File: config.mk
export PLATFORM = sky130hd
export DESIGN_NAME = mc_controller
export DESIGN_NICKNAME = d
export VERILOG_FILES = /design/src/rtl/mc_controller.sv
export SDC_FILE = /design/constraint.sdc
export NUM_CORES = 1
export LEC_CHECK = 0
export BUFFER_PORTS_ARGS = -buffer_cell sky130_fd_sc_hd__buf_2
export CORE_UTILIZATION = 56
export CTS_CLUSTER_SIZE = 8
export DETAILED_ROUTE_END_ITERATION = 12
export GPL_ROUTABILITY_DRIVEN = 0
export PLACE_DENSITY_LB_ADDON = 0.25
export RECOVER_POWER = 50
export SYNTH_ARGS = -nofsm -noshare
export SYNTH_HDL_FRONTEND = slang
export SYNTH_SLANG_ARGS = --single-unit
File: constraint.sdc
create_clock -name clk -period 3.9 [get_ports clk]
set_input_delay 0 -clock clk [delete_from_list [all_inputs] [get_ports clk]]
set_output_delay 0 -clock clk [all_outputs]
set_load 0.005 [all_outputs]
File: src/rtl/mc_controller.sv
// mc_controller: multicycle MIPS control FSM with memory-ready stalls and a retired-instruction counter
module mc_controller #(
    parameter int CNT_W = 32
) (
    input  logic             clk,
    input  logic             reset,
    input  logic [5:0]       op,
    input  logic [5:0]       funct,
    input  logic             zero,
    input  logic             mem_ready,
    output logic             iord,
    output logic             memwrite,
    output logic             irwrite,
    output logic             pcen,
    output logic [1:0]       pcsrc,
    output logic             alusrca,
    output logic [2:0]       alusrcb,
    output logic [3:0]       alucontrol,
    output logic             regwrite,
    output logic [1:0]       wadrsel,
    output logic [1:0]       wdsel,
    output logic             illegal,
    output logic [3:0]       state,
    output logic [CNT_W-1:0] instret
);
    typedef enum logic [3:0] {
        S_FETCH  = 4'd0,
        S_DECODE = 4'd1,
        S_MEMADR = 4'd2,
        S_MEMRD  = 4'd3,
        S_MEMWB  = 4'd4,
        S_MEMWR  = 4'd5,
        S_RTEXEC = 4'd6,
        S_ALUWB  = 4'd7,
        S_BRANCH = 4'd8,
        S_IEXEC  = 4'd9,
        S_IWB    = 4'd10,
        S_JUMP   = 4'd11,
        S_LUI    = 4'd12
    } state_t;

    localparam logic [5:0] OP_R    = 6'b000000;
    localparam logic [5:0] OP_LW   = 6'b100011;
    localparam logic [5:0] OP_SW   = 6'b101011;
    localparam logic [5:0] OP_BEQ  = 6'b000100;
    localparam logic [5:0] OP_BNE  = 6'b000101;
    localparam logic [5:0] OP_ADDI = 6'b001000;
    localparam logic [5:0] OP_ANDI = 6'b001100;
    localparam logic [5:0] OP_ORI  = 6'b001101;
    localparam logic [5:0] OP_XORI = 6'b001110;
    localparam logic [5:0] OP_J    = 6'b000010;
    localparam logic [5:0] OP_JAL  = 6'b000011;
    localparam logic [5:0] OP_LUI  = 6'b001111;

    state_t     cur, nxt;
    logic       funct_ok;
    logic [3:0] r_alu;
    logic       retire;

    assign state = cur;

    // R-type funct decode: ALU code plus legality
    always_comb begin
        funct_ok = 1'b1;
        r_alu    = 4'b0010;
        case (funct)
            6'b100000: r_alu = 4'b0010;
            6'b100010: r_alu = 4'b1010;
            6'b100100: r_alu = 4'b0000;
            6'b100101: r_alu = 4'b0001;
            6'b101010: r_alu = 4'b1011;
            6'b000000: r_alu = 4'b0100;
            6'b000010: r_alu = 4'b0101;
            6'b000011: r_alu = 4'b0110;
            default:   funct_ok = 1'b0;
        endcase
    end

    // Next-state and Moore outputs; FETCH strobes are masked while reset is held
    always_comb begin
        nxt        = cur;
        iord       = 1'b0;
        memwrite   = 1'b0;
        irwrite    = 1'b0;
        pcen       = 1'b0;
        pcsrc      = 2'b00;
        alusrca    = 1'b0;
        alusrcb    = 3'b000;
        alucontrol = 4'b0010;
        regwrite   = 1'b0;
        wadrsel    = 2'b00;
        wdsel      = 2'b00;
        illegal    = 1'b0;
        case (cur)
            S_FETCH: begin
                alusrcb = 3'b001;
                irwrite = mem_ready & ~reset;
                pcen    = mem_ready & ~reset;
                nxt     = mem_ready ? S_DECODE : S_FETCH;
            end
            S_DECODE: begin
                alusrcb = 3'b011;
                case (op)
                    OP_LW, OP_SW:                    nxt = S_MEMADR;
                    OP_R:                            nxt = funct_ok ? S_RTEXEC : S_FETCH;
                    OP_BEQ, OP_BNE:                  nxt = S_BRANCH;
                    OP_ADDI, OP_ANDI, OP_ORI, OP_XORI: nxt = S_IEXEC;
                    OP_J, OP_JAL:                    nxt = S_JUMP;
                    OP_LUI:                          nxt = S_LUI;
                    default:                         nxt = S_FETCH;
                endcase
                illegal = (nxt == S_FETCH);
            end
            S_MEMADR: begin
                alusrca = 1'b1;
                alusrcb = 3'b010;
                nxt     = (op == OP_SW) ? S_MEMWR : S_MEMRD;
            end
            S_MEMRD: begin
                iord = 1'b1;
                nxt  = mem_ready ? S_MEMWB : S_MEMRD;
            end
            S_MEMWB: begin
                regwrite = 1'b1;
                wdsel    = 2'b01;
                nxt      = S_FETCH;
            end
            S_MEMWR: begin
                iord     = 1'b1;
                memwrite = 1'b1;
                nxt      = mem_ready ? S_FETCH : S_MEMWR;
            end
            S_RTEXEC: begin
                alusrca    = 1'b1;
                alucontrol = r_alu;
                nxt        = S_ALUWB;
            end
            S_ALUWB: begin
                regwrite = 1'b1;
                wadrsel  = 2'b01;
                nxt      = S_FETCH;
            end
            S_BRANCH: begin
                alusrca    = 1'b1;
                alucontrol = 4'b1010;
                pcsrc      = 2'b01;
                pcen       = (op == OP_BNE) ? ~zero : zero;
                nxt        = S_FETCH;
            end
            S_IEXEC: begin
                alusrca    = 1'b1;
                alusrcb    = (op == OP_ADDI) ? 3'b010 : 3'b100;
                alucontrol = (op == OP_ANDI) ? 4'b0000 :
                             (op == OP_ORI)  ? 4'b0001 :
                             (op == OP_XORI) ? 4'b0111 : 4'b0010;
                nxt        = S_IWB;
            end
            S_IWB: begin
                regwrite = 1'b1;
                nxt      = S_FETCH;
            end
            S_JUMP: begin
                pcsrc    = 2'b10;
                pcen     = 1'b1;
                regwrite = (op == OP_JAL);
                wadrsel  = (op == OP_JAL) ? 2'b10 : 2'b00;
                wdsel    = (op == OP_JAL) ? 2'b10 : 2'b00;
                nxt      = S_FETCH;
            end
            S_LUI: begin
                regwrite = 1'b1;
                wdsel    = 2'b11;
                nxt      = S_FETCH;
            end
            default: begin
                illegal = 1'b1;
                nxt     = S_FETCH;
            end
        endcase
    end

    // An instruction retires when a completing state hands back to FETCH
    assign retire = (nxt == S_FETCH) &&
                    (cur inside {S_MEMWB, S_MEMWR, S_ALUWB, S_BRANCH, S_IWB, S_JUMP, S_LUI});

    // State register and retired-instruction counter
    always_ff @(posedge clk or posedge reset) begin
        if (reset) begin
            cur     <= S_FETCH;
            instret <= '0;
        end else begin
            cur <= nxt;
            if (retire) instret <= instret + CNT_W'(1);
        end
    end
endmodule

==> results of run 1 <==
cell type report:
cell class,instances,share of cell area [%]
tap,50,2.19
clock buffer,5,2.41
multi-input combinational,208,48.8
clock inverter,3,1.49
inverter,12,1.57
sequential,36,31.5
timing repair buffer,73,12.1
cell usage in the layout, fill, tap and decap left out, types with 5 or more instances in the layout:
cell / instances
sky130_fd_sc_hd__nor2_1: 21
sky130_fd_sc_hd__a21oi_1: 9
sky130_fd_sc_hd__nand2b_1: 6
sky130_fd_sc_hd__nand3_1: 13
sky130_fd_sc_hd__nor3_1: 18
sky130_fd_sc_hd__clkbuf_1: 20
sky130_fd_sc_hd__inv_1: 12
sky130_fd_sc_hd__o21ai_0: 6
sky130_fd_sc_hd__nand4_1: 8
sky130_fd_sc_hd__buf_2: 52
sky130_fd_sc_hd__dfrtp_1: 36
sky130_fd_sc_hd__xor2_1: 24
sky130_fd_sc_hd__clkbuf_8: 5
sky130_fd_sc_hd__nand2_1: 25
sky130_fd_sc_hd__nor4_1: 9
sky130_fd_sc_hd__xnor2_1: 10
cell families after synthesis:
family / after synthesis
simple gates: 133
compound gates: 38
flops: 36
xor+xnor: 34
buf+inv: 27
mux: 2
fa+ha+maj: 1
metal layers:
layer | track usage [%] | wire [um] | share of wire [%] | vias up
met2 | 42.1 | 2630 | 48 | 79
li1 | - | - | - | 1098
met1 | 32.2 | 2490 | 46 | 1033
met4 | 6.77 | 59 | 1.1 | 0
met5 | 0 | 0 | 0 | -
met3 | 4.50 | 284 | 5.2 | 6
power groups by stage:
stage | sequential, mW | combinational (mW) | clock, mW
2_1_floorplan | 0.472 | 0.319 | 0
3_3_place_gp | 0.512 | 0.396 | 0
3_5_place_dp | 0.516 | 0.401 | 0
4_1_cts | 0.508 | 0.405 | 0.329
5_1_grt | 0.522 | 0.445 | 0.344
6_report | 0.510 | 0.399 | 0.327
registers in the layout, summed over array words and instances (netlist names):
name     cells
instret     32
state        4
worst max path at each step:
stage	cells after the start	slack [ps]	start	endpoint
after floorplan	6	2080	state[1]$_DFF_PP0_	instret[1]$_DFFE_PP0P_
after CTS	5	1490	state[1]$_DFF_PP0_	instret[27]$_DFFE_PP0P_
after global routing	7	740	reset	pcen
after global placement	5	1630	state[1]$_DFF_PP0_	instret[27]$_DFFE_PP0P_
after detailed placement	5	1540	state[1]$_DFF_PP0_	instret[27]$_DFFE_PP0P_
final	7	1130	reset	pcen
worst max-delay path: cells and delay by family:
family / cells / cell delay, ps
AOI/OAI and AO/OA: 1 / 110
buffers and inverters: 5 / 2200
and+or+nand+nor: 1 / 460
==> results.md, run 1 <==
Timing:
- The actual slew at the worst max-slew pin is 1970 ps.
- For the final routed database, the setup TNS stands at 0 ps.
- The post-route fraction of the period consumed by the critical path is 71.0%.
- The worst setup margin is 1130 ps.
- The number of endpoints failing setup at the final stage is 0.
- The number of pins with negative max-slew slack in the final report is 38.
- The final worst hold slack is 97.5 ps.
- The number of hold violations in the final report is 0.
- The shortest clock period the worst path allows after layout is 2770 ps.
- The maximum clock rate is 361 MHz.
- Setup repair after global routing left no endpoint under its margin.
- The worst pin sits at a relative slew slack of -31.5%.
- Across the routed clock network, the largest skew measured is 4.38 ps.

Worst setup path:
- STA classifies the critical path startpoint as a primary input.
- The required time at the endpoint of the critical path is 3900 ps.
- The cell with the most instances on the worst path is sky130_fd_sc_hd__buf_2.
- The kind of end point of the critical path is an output pin.
- The worst register-to-register path begins at state[1]$_DFF_PP0_.
- Of all nets on the critical path, the largest fanout is 37.
- Counting cells, the worst reg-to-reg path comes to 5.
- Setup slack on the worst reg-to-reg path comes out at 1490 ps.
- In this design, the stage delay of the slowest critical-path cell is 1410 ps.
- The cell type of the slowest stage on the worst timing path is sky130_fd_sc_hd__clkbuf_1.
- The critical path data arrival time is 2770 ps.
- The critical path goes through dlygate4sd3_1 -> buf_2 -> inv_1 -> clkbuf_1 -> and4_1 -> a211o_1 -> buf_2.
- The endpoint identified for the worst register-to-register timing path is instret[27]$_DFFE_PP0P_.
- The type of the worst setup path is in -> out.

CTS:
- Buffers inserted to repair hold after CTS numbered 1.
- The number of gates given a new drive strength after cts is 0.
- Clock-pin slew was measured on the worst setup and hold paths at 70 ps.
- The number of clock buffers added by TritonCTS is 5.
- In this run the deepest clock path goes through 2 buffers.
- For the worst-skew pair, the clock arrives at the later sink with an insertion delay of 290 ps.
- The library cell used as clock root buffer is sky130_fd_sc_hd__clkbuf_8.
- The post-CTS repair timing setup buffer count is 0.
- For this design, the sink count on the clock tree is 36.
- TritonCTS built the clock tree.
- The H-tree was split into 2 levels.

Outcome:
- The run finished, with violations left.
- The checks that failed: capacitance limit, slew limit.

Power and ir drop:
- The switching power of the nets is 0.456 mW.
- Summed over all cells, the static leakage comes to 1.31 nW.
- The proportion of power drawn by combinational gates is 32.3%.
- The clock group share of total power is 26.4%.
- Power spread over the standard cell area amounts to 432 nW/um^2.
- After layout, the design draws a total of 1.24 mW.
- The switching power share of the total is 36.9%.
- The internal portion of the total power is 0.780 mW.
- The maximum vdd ir drop is 233 uV.
- The part of the total power dissipated in sequential elements is 41.3%.

Logic synthesis:
- The flip-flop and latch count after synthesis is 36.
- Synthesis handed over a netlist of 271 instances.
- In the synthesized netlist, the cells that appear most often are 36 x sky130_fd_sc_hd__dfrtp_1, 25 x sky130_fd_sc_hd__nand2_1, 24 x sky130_fd_sc_hd__xor2_1.
- Yosys mapped the design onto 56 distinct sky130hd cell types.
- The synthesized-area fraction occupied by xor and xnor cells is 12.3%.
- sky130_fd_sc_hd__dfrtp_1 is the most common cell in the netlist.
- Dividing the synthesized area by the synthesized cell count gives 8.97 um^2.
- The share of the synthesized area in the top cell type is 37.1%.
- By area, the combinational part of the netlist is dominated by simple AND/OR/NAND/NOR gates.
- The post-synth net total is 288.
- In this run the cell area of the synthesized design comes to 2430 um^2.
- The share of the synthesized area in compound gates (AO/OA/AOI/OAI) is 11.1%.
- Counting flops with a built-in enable in the synthesized netlist gives 0.
- Yosys printed 0 warnings.
- By area the synthesized netlist is led by sky130_fd_sc_hd__dfrtp_1 37%, sky130_fd_sc_hd__xor2_1 8.7%, sky130_fd_sc_hd__nand2_1 3.9%.
- Of the post-synthesis cell area, the part taken by muxes is 0.875%.
- The commonest register cell after synthesis is sky130_fd_sc_hd__dfrtp_1.
- sky130_fd_sc_hd__dfrtp_1 takes more of the synthesized area than any other cell.
- The adder-cell area share of the yosys netlist is 0.515%.
- The share of flip-flops with an asynchronous set or reset after synthesis is 100%.
- The simple logic cell fraction of the synthesized area is 32.6%.
- The sequential area share after synthesis is 37.1%.

Die:
- The floorplan step defined a die boundary enclosing 4610 um^2.
- Once the floorplan was initialized, standard cells occupied 59.5% of the core.
- 72 I/O pins were placed.
- The x dimension of the die is 67.9 um.
- From bottom edge to top edge, the die measures 67.9 um.
- Row generation in the floorplan step produced 23 rows.
- The core region is 4090 um^2.

Final layout:
- The share of layout cells above drive strength 1 is 22.6%.
- The final core utilization is 70.0%.
- The count of cells in the finished layout, fillers not included, comes to 387.
- The multi-input combinational cells in the finished layout cover a total of 1400 um^2.
- With fillers left out, the area of the finished cells amounts to 2860 um^2.
- The count of nets after finishing is 353.
- Counting the fill cells in the layout gives 352.
- The area added between synthesis and finish is 17.7%.
- The repair_antennas step left the layout with diodes totalling 0.
- The sequential standard cell area is 901 um^2.

Min path:
- Counting instances, the worst hold path has a depth of 4.
- The terminating pin of the worst hold path is state[2]$_DFF_PP0_.
- The path class of the lowest-slack min-delay path is in -> reg.
- The origin of the worst min-delay path is funct[4].

Placed design:
- Counting tap cells, the placed design contains a total of 378 instances.
- The quantity of I/O buffers inserted on ports is 71.
- Detailed placement ended at an HPWL of 4000 um.
- The placed cell area is 2770 um^2.
- Prior to clock tree synthesis, the placed netlist has a worst setup slack of 1540 ps.

Global routing:
- The largest net degree at the start of global routing is 38.
- The global-route total usage across every layer is 24.8%.
- The number of antenna violations at the first check in global routing is 0.
- The number of global-route vias before repair came to 1890.
- The wire length of the first global-routing pass is 8700 um.
- For this run the aggregate overflow at the end of global routing stands at 0.

Routing:
- The via count normalized by instance count is 5.73.
- The final layout contains routed wiring with a total length of 5470 um.
- The routed via count is 2216.
- Before antenna repair, the detailed router went through 4 iterations.
- The number of antenna-violating nets in the routed design is 0.
- For this block, the initial DRC count from the detailed router was 184.
- The average wire per standard cell is 14.1 um.
- For this run, design rule violations remaining after detail routing come to 0.

Run:
- The reported max-cap violation count is 1.
Note: power is estimated with default switching activity, not from simulation.
==> run 2, diff against run 1 <==
--- a/config.mk
+++ b/config.mk
@@ -6,7 +6,7 @@
 export NUM_CORES = 1
 export LEC_CHECK = 0
 export BUFFER_PORTS_ARGS = -buffer_cell sky130_fd_sc_hd__buf_2
-export CORE_UTILIZATION = 56
+export CORE_UTILIZATION = 52
 export CTS_CLUSTER_SIZE = 8
 export DETAILED_ROUTE_END_ITERATION = 12
 export GPL_ROUTABILITY_DRIVEN = 0
==> constraint.sdc (replaced) <==
create_clock -name clk -period 2.6 [get_ports clk]
set_input_delay 0 -clock clk [delete_from_list [all_inputs] [get_ports clk]]
set_output_delay 0 -clock clk [all_outputs]
set_load 0.005 [all_outputs]
==> run 2 against run 1 <==
  * The flow now finishes without violations
  * Critical path depth is 2 lower
  * Non-clock buffer count is 4 higher
  * Hold slack better by 0.62 ps
  * Clock skew is 7.8 ps higher
  * Utilization is 4.5 points lower
  * Power is 45% higher
  * Via count is 0.72% higher
  * Global-route usage is 2.5 points lower
  * Final cell count is 1.6% higher
==> results.md, run 2 (synthesized netlist as in run 1, its figures left out) <==
Final layout:
- The most common library cell in the layout ignoring fill and taps is sky130_fd_sc_hd__buf_2.
- At the end of the flow, the number of nets in the layout was 357.
- The number of flip-flops in the largest register is 32.
- The number of antenna repair diodes is 0.
- In the layout the commonest cells are 68 x sky130_fd_sc_hd__buf_2, 36 x sky130_fd_sc_hd__dfrtp_1, 25 x sky130_fd_sc_hd__nand2_1.
- The number of filler instances in the final layout is 380.
- The share of layout cells above drive strength 1 is 28.4%.
- Ranked by flip-flop count, first place goes to instret.
- The area added between synthesis and finish is 18.9%.

Die:
- The core area is 4410 um^2.
- The number of top-level pins is 72.
- The number of core rows is 24.
- The die covers 4950 um^2.
- In this run the horizontal extent of the chip is 70.4 um.
- The die is 70.4 um tall.
- For this configuration, the core starts out at a cell density of 55.0%.

Routing:
- The DRC marker count from the first detailed-route iteration is 109.
- The routed via count is 2232.
- The average wire per standard cell is 14.2 um.
- In the routed design, unresolved DRC markers number 0.
- The number of antenna-violating nets in the routed design is 0.
- The final wirelength is 5600 um.
- Before antenna repair, the detailed router went through 4 iterations.
- Dividing the detail-routed via count by the number of cells gives 5.68.

Global routing:
- The total overflow left after global routing is 0.
- Entering global routing, the biggest net connects 37 pins.
- The number of global-route vias before repair is 2020.
- The wire length of the first global-routing pass is 8990 um.
- The number of antenna violations at the first check in global routing was 0.
- The global-route total usage across every layer is 22.3%.

CTS:
- The number of buffers added by the clock tree synthesis step is 5.
- The worst-skew pair later-pin latency is 290 ps.
- CTS saw 36 sinks.
- The register clock-pin slew on the reported worst setup and hold paths is 70 ps.
- The number of gates given a new drive strength after cts is 0.
- The clock passes through at most 2 buffers.
- TritonCTS built the clock tree.
- The H-tree was split into 2 levels.
- The tree is rooted in a sky130_fd_sc_hd__clkbuf_8.
- The number of setup buffers added after CTS is 0.

Worst setup path:
- The startpoint identified for the worst register-to-register timing path is state[2]$_DFF_PP0_.
- Data on the critical path arrives at its endpoint at 2440 ps.
- The worst setup path is captured at a flip-flop.
- The kind of launch point of the worst setup path is a flip-flop.
- For flop-to-flop paths, the worst setup slack is 360 ps.
- The type of the worst setup path is reg -> reg.
- The required time at the endpoint of the critical path is 2810 ps.
- The worst flop-to-flop path endpoint is instret[9]$_DFFE_PP0P_.
- Counting cells, the worst reg-to-reg path comes to 5.
- Of all nets on the critical path, the largest fanout is 20.

Outcome:
- The flow ran to the end, and the final reports show no timing, DRC or antenna violations.

Timing:
- After routing, the total negative slack on setup checks comes to 0 ps.
- The number of endpoints failing setup at the final stage is 0.
- The number of hold violations in the final report is 0.
- The post-route fraction of the period consumed by the critical path is 86.0%.
- The maximum clock rate is 447 MHz.
- Setup repair after global routing left no endpoint under its margin.
- The shortest clock period the worst path allows after layout is 2240 ps.
- The number of pins with negative max-slew slack in the final report is 0.
- The normalized max-slew margin is 41.1%.
- The clock arrives with 12.2 ps of skew.
- At the pin with the least slew margin, the transition time is 884 ps.

Power and ir drop:
- The design draws 1.80 mW.
- For this design the ratio of total power to cell area is 622 nW/um^2.
- The static leakage power is 1.37 nW.
- IR analysis of the VDD net gives a maximum drop of 396 uV.

Placed design:
- Detailed placement finished with a half-perimeter wire length of 4140 um.
- During placement, the flow inserted port buffers numbering 71.

Min path:
- For hold timing, the worst endpoint is state[2]$_DFF_PP0_.
- The number of cells on the worst hold path is 4.
- The min-delay analysis places its worst path in the category in -> reg.
- In this run the most critical hold path is launched from funct[4].

Run:
- Across the run, the number of max-cap violations was 0.
==> run 2: cell count changes in the layout (fill, tap and decap cells not counted) <==
cell                         delta
sky130_fd_sc_hd__clkbuf_1      -17
sky130_fd_sc_hd__buf_2         +16
sky130_fd_sc_hd__buf_4          +4
sky130_fd_sc_hd__bufinv_16      -1
sky130_fd_sc_hd__clkbuf_2       +1
sky130_fd_sc_hd__clkinv_2       +1
sky130_fd_sc_hd__clkinv_4       +1
sky130_fd_sc_hd__clkinvlp_4     -1
==> run 2: timing repair <==
action,CTS,global route
endpoints found under the setup margin,0,0
hold buffers,1,0
hold endpoints to repair,36,0
==> run 2: worst max path at each step <==
stage / cells after the start / start / slack (ps) / end
after floorplan: 6 / state[1]$_DFF_PP0_ / 780 / instret[1]$_DFFE_PP0P_
after global placement: 5 / state[2]$_DFF_PP0_ / 460 / instret[27]$_DFFE_PP0P_
after detailed placement: 5 / state[2]$_DFF_PP0_ / 360 / instret[9]$_DFFE_PP0P_
after CTS: 5 / state[2]$_DFF_PP0_ / 350 / instret[9]$_DFFE_PP0P_
after global routing: 5 / state[2]$_DFF_PP0_ / 180 / instret[9]$_DFFE_PP0P_
final: 5 / state[2]$_DFF_PP0_ / 360 / instret[9]$_DFFE_PP0P_
==> run 2: routing by layer <==
layer | track usage, % | vias to the layer above | part of all wire (%)
met3 | 4.18 | 6 | 5.1
met1 | 29.8 | 1050 | 46
met5 | 0 | - | 0
met4 | 7.56 | 0 | 1.4
li1 | - | 1099 | -
met2 | 36.2 | 77 | 47
==> run 2: report_power, final <==
part	internal, mW	switching (mW)	leakage [nW]	total [mW]
registers	0.619	0.105	0.425	0.724
clock network	0.187	0.201	0.0479	0.388
logic	0.298	0.388	0.898	0.686
==> run 2: metrics by stage <==
stage          hold WS, ps  utilization (%)  setup WS [ps]  instance area (um^2)  cells
5_1_grt                114             65.5            181                  2890    393
2_1_floorplan          143                -            778                  2430    271
3_5_place_dp           184             63.4            363                  2800    384
3_3_place_gp           188             63.4            456                  2800    384
6_report              98.1             65.5            364                  2890    393
4_1_cts               84.2             65.6            350                  2900    393
==> run 2: area by class of cell <==
class	instances	area [um^2]	share of cell area, %
inverters	12	45.0	1.56
repair buffers	77	397	13.7
flip-flops and latches	36	901	31.2
clock inverters	3	18.8	0.649
well taps	52	65.1	2.25
clock buffers	5	68.8	2.38
multi-input cells	208	1400	48.3
==> run 2: critical path: stages (launching register included) <==
cell,delay [ps]
sky130_fd_sc_hd__dfrtp_1,570
sky130_fd_sc_hd__and2_1,280
sky130_fd_sc_hd__a211oi_4,360
sky130_fd_sc_hd__nand3_2,360
sky130_fd_sc_hd__nor4_1,430
sky130_fd_sc_hd__xor2_1,170
